===== config.mk =====
export PLATFORM = sky130hd
export DESIGN_NAME = johnson_code_decode
export DESIGN_NICKNAME = d
export VERILOG_FILES = /design/src/rtl/johnson_pkg.sv /design/src/rtl/johnson_decoder_checker_decode.sv
export SDC_FILE = /design/constraint.sdc
export NUM_CORES = 1
export LEC_CHECK = 0
export ABC_CLOCK_PERIOD_IN_PS = 800
export CAP_MARGIN = 25
export CORE_AREA = 5 5 42 44
export DETAILED_ROUTE_END_ITERATION = 10
export DIE_AREA = 0 0 47 49
export GPL_TIMING_DRIVEN = 0
export SLEW_MARGIN = 0
export SYNTH_ARGS = -nofsm -noshare
export SYNTH_HDL_FRONTEND = slang
export SYNTH_SLANG_ARGS = --single-unit

===== constraint.sdc =====
create_clock -name vclk -period 0.8
set_input_delay 0.12 -clock vclk [all_inputs]
set_output_delay 0.12 -clock vclk [all_outputs]
set_load 0.005 [all_outputs]

===== src/rtl/johnson_pkg.sv =====
// johnson_pkg: shared types and helper functions for the Johnson decoder/checker.
//   state_t        : lock FSM states (HUNT, ACQ, LOCKED)
//   decode_t       : {legal, idx} result of johnson_decode
//   johnson_encode : phase index -> Johnson codeword
//   johnson_decode : Johnson codeword -> {legal, idx}
//   next_index     : expected successor index, wrapping at 2*width
package johnson_pkg;

    localparam int MAX_WIDTH = 32;

    typedef enum logic [1:0] {
        HUNT   = 2'd0,
        ACQ    = 2'd1,
        LOCKED = 2'd2
    } state_t;

    typedef struct packed {
        logic       legal;
        logic [7:0] idx;
    } decode_t;

    // Index k < width fills the k+1 LSBs with ones; index width+j clears the
    // j+1 LSBs of an all-ones word.
    function automatic logic [31:0] johnson_encode(input int idx, input int width);
        logic [63:0] ones_w;
        logic [63:0] low_mask;
        ones_w = (64'd1 << width) - 64'd1;
        if (idx < width) begin
            low_mask = (64'd1 << (idx + 1)) - 64'd1;
            return low_mask[31:0];
        end else begin
            low_mask = (64'd1 << (idx - width + 1)) - 64'd1;
            ones_w   = ones_w & ~low_mask;
            return ones_w[31:0];
        end
    endfunction

    function automatic decode_t johnson_decode(input logic [31:0] code, input int width);
        decode_t res;
        res.legal = 1'b0;
        res.idx   = 8'd0;
        for (int i = 0; i < 2 * MAX_WIDTH; i++) begin
            if ((i < 2 * width) && (code == johnson_encode(i, width))) begin
                res.legal = 1'b1;
                res.idx   = 8'(i);
            end else begin
                res = res;
            end
        end
        return res;
    endfunction

    function automatic int next_index(input int i, input int width);
        if (i >= 2 * width - 1) begin
            return 0;
        end else begin
            return i + 1;
        end
    endfunction

endpackage


===== src/rtl/johnson_decoder_checker_decode.sv =====
// johnson_code_decode: combinational Johnson codeword decoder.
//   code  (in,  WIDTH)  candidate codeword
//   legal (out, 1)      code is one of the 2*WIDTH legal words
//   index (out, IDX_W)  phase index of code (0 when illegal)
module johnson_code_decode
    import johnson_pkg::*;
#(
    parameter int WIDTH = 4,
    parameter int IDX_W = $clog2(2 * WIDTH)
) (
    input  logic [WIDTH-1:0] code,
    output logic             legal,
    output logic [IDX_W-1:0] index
);

    // Compare against every legal word; at most one can match.
    always_comb begin
        legal = 1'b0;
        index = {IDX_W{1'b0}};
        for (int i = 0; i < 2 * WIDTH; i++) begin
            if (code == WIDTH'(johnson_encode(i, WIDTH))) begin
                legal = 1'b1;
                index = IDX_W'(i);
            end else begin
                legal = legal;
            end
        end
    end

endmodule


==> summary.txt <==
Routing
  – Final ANT Viol Nets: 0
  – Routed WL: 340 µm
  – DRC Markers: 0
  – Vias/cell: 3.18
  – Initial DRC count: 2
  – Routed len/inst: 8.95 µm
  – DR vias: 121
  – Drt first pass iters: 2

Die
  – DIE AREA: 2300 µm²
  – Die W: 47 µm
  – Die Y-Extent: 49 µm
  – Rows: 14
  – Initial Util: 0.0571
  – Core area: 1400 µm²
  – Io pins: 8

Timing
  – Setup violations, final: 4
  – Fin crit period: 889 ps
  – Setup ws final: -89.2 ps
  – Worst Max-Slew Pin Slew: 174 ps
  – Maximum clock frequency: 1120 MHz
  – Slew HR: 0.884
  – RSZ-0062 raised after global routing: yes
  – Pins Over Slew Limit: 0
  – Period utilisation layout: 1.11
  – Hold Worst Slack: 481 ps
  – Final setup TNS: -189 ps
  – Final Hold Viols: 0

Final layout
  – Area growth syn-to-layout: 152%
  – ANT cells: 0
  – Layout cells sized above 1: 0.636
  – Layout clock buffers: 0
  – FF/Latch Area: 0 µm²
  – FILL cells: 167
  – FFs & Latches: 0
  – Final nets: 28
  – Final Cell Area: 201 µm²

Power and ir drop
  – P per Cell Area: 524 nW/µm²
  – Psw: 0.0419 mW
  – Cell internal pwr: 0.0637 mW
  – Switching Share: 0.397
  – Proportion of power drawn by the clock network: 0
  – Worst VDD drop: 0.0700 mV
  – P_leak: 0.0948 nW
  – Total power: 0.106 mW
  – Combinational fraction of design power: 1.000
  – Sequential power share: 0

Critical path
  – Max stage delay on crit path: 290 ps
  – CP cell instances: buf_8 > mux2_4 > mux2i_1 > buf_2
  – Buf/Inv on CP: 2
  – Worst-path maximum fanout: 2
  – Critical Path RT: 680 ps
  – Worst path slowest cell: mux2_4
  – Crit Path Category: primary input to output port
  – WP data arrival: 770 ps
  – Crit. End Element: output port
  – Startpoint class of the critical path: primary input
  – CP delay by family, top: multiplexers

Outcome
  – Failing checks: negative setup slack
  – Outcome: complete, but fails checks

Job
  – Max_cap viols: 0

Synth
  – Avg Inst Size Synth: 6.67 µm²
  – Yosys warns: 0
  – Cell taking the most area after synthesis: mux2i_1
  – Synth cell types: 8
  – Synthesized instance count: 12
  – Synthesized area: 80.1 µm²
  – Sequential area share after synthesis: 0
  – Largest cells by area after synthesis: mux2i_1 (25%), or2_1 (16%), mux2_1 (14%)
  – Net count after synthesis: 16
  – Post-synth top area share: 0.250
  – Top post-synthesis cells by count: a21oi_1 (2), mux2i_1 (2), nand2_1 (2), or2_1 (2)

GRT
  – Initial antenna violation count: 0
  – Largest net degree at the start of global routing: 8
  – Overall Global Routing Usage: 0.0246
  – First-pass GRT wire length: 469 µm
  – Global route overflow: 0
  – Number of global-route vias before repair: 117

Placement
  – Port bufs: 8
  – Pre-CTS WS: -1000 ps
  – RePlAce Congestion: 0.708
  – Area post-placement: 180 µm²

Min path
  – Worst min-delay path category: primary input to output port

CTS
  – Post-CTS Hold Fix Bufs: 0
==> area by class of cell <==
type,count,area (µm²),area share
multi-input combinational,12,93.8,0.466
tap,16,20.0,0.0994
timing repair buffer,10,87.6,0.435
==> through the flow <==
stage               utilization  cells
floorplan                     -     12
global placement          0.129     36
detailed placement        0.129     36
CTS                       0.126     37
global route              0.144     38
finish                    0.144     38
==> cell families (layout without fill, tap and decap cells) <==
logic type	Yosys count	in the layout	share of synthesized area
compound gates	3	3	0.187
xor+xnor	1	1	0.109
buf+inv	0	10	0
mux	3	3	0.391
simple gates	5	5	0.312
==> power by group through the flow <==
stage          combinational (mW)  sequential [mW]  clock [mW]
6_report                    0.106                0           0
5_1_grt                     0.115                0           0
4_1_cts                    0.0896                0           0
3_5_place_dp               0.0941                0           0
3_3_place_gp               0.0936                0           0
2_1_floorplan              0.0288                0           0
==> tightest hold or removal path, stage by stage <==
cell and delay [ps]:
buf_6 90, a21oi_2 30, buf_2 120
==> per-layer routing <==
| metal | routed length [µm] | up-vias | track usage |
|---|---|---|---|
| li1 | - | 63 | - |
| met4 | 0 | 0 | 0 |
| met3 | 68 | 0 | 0 |
| met5 | 0 | - | 0 |
| met2 | 138 | 8 | 0.0430 |
| met1 | 134 | 50 | 0.0348 |
==> repair_timing <==
| item | CTS | global route |
|---|---|---|
| gates resized for setup | 41 | 5 |
| pin swaps | 3 | 2 |
| setup endpoints to repair | 4 | 4 |
| buffers inserted | 1 | 1 |
| hold endpoints to repair | 0 | 0 |
| cloned | 0 | 0 |
==> worst paths after layout <==
check,from,to,cells after the start
setup / recovery,code[3],legal,4
hold / removal,code[0],index[2],3
==> cells in the final DEF (no fill, tap or decap) <==
master and count:
a21oi_2 2, buf_2 4, buf_4 2, buf_6 2
buf_8 2, mux2_4 1, mux2i_1 2, nand2_1 2
nand3_1 1, o21ai_1 1, or2_1 1, or2_4 1
xor2_1 1
Note: power is estimated with default switching activity, not from simulation.
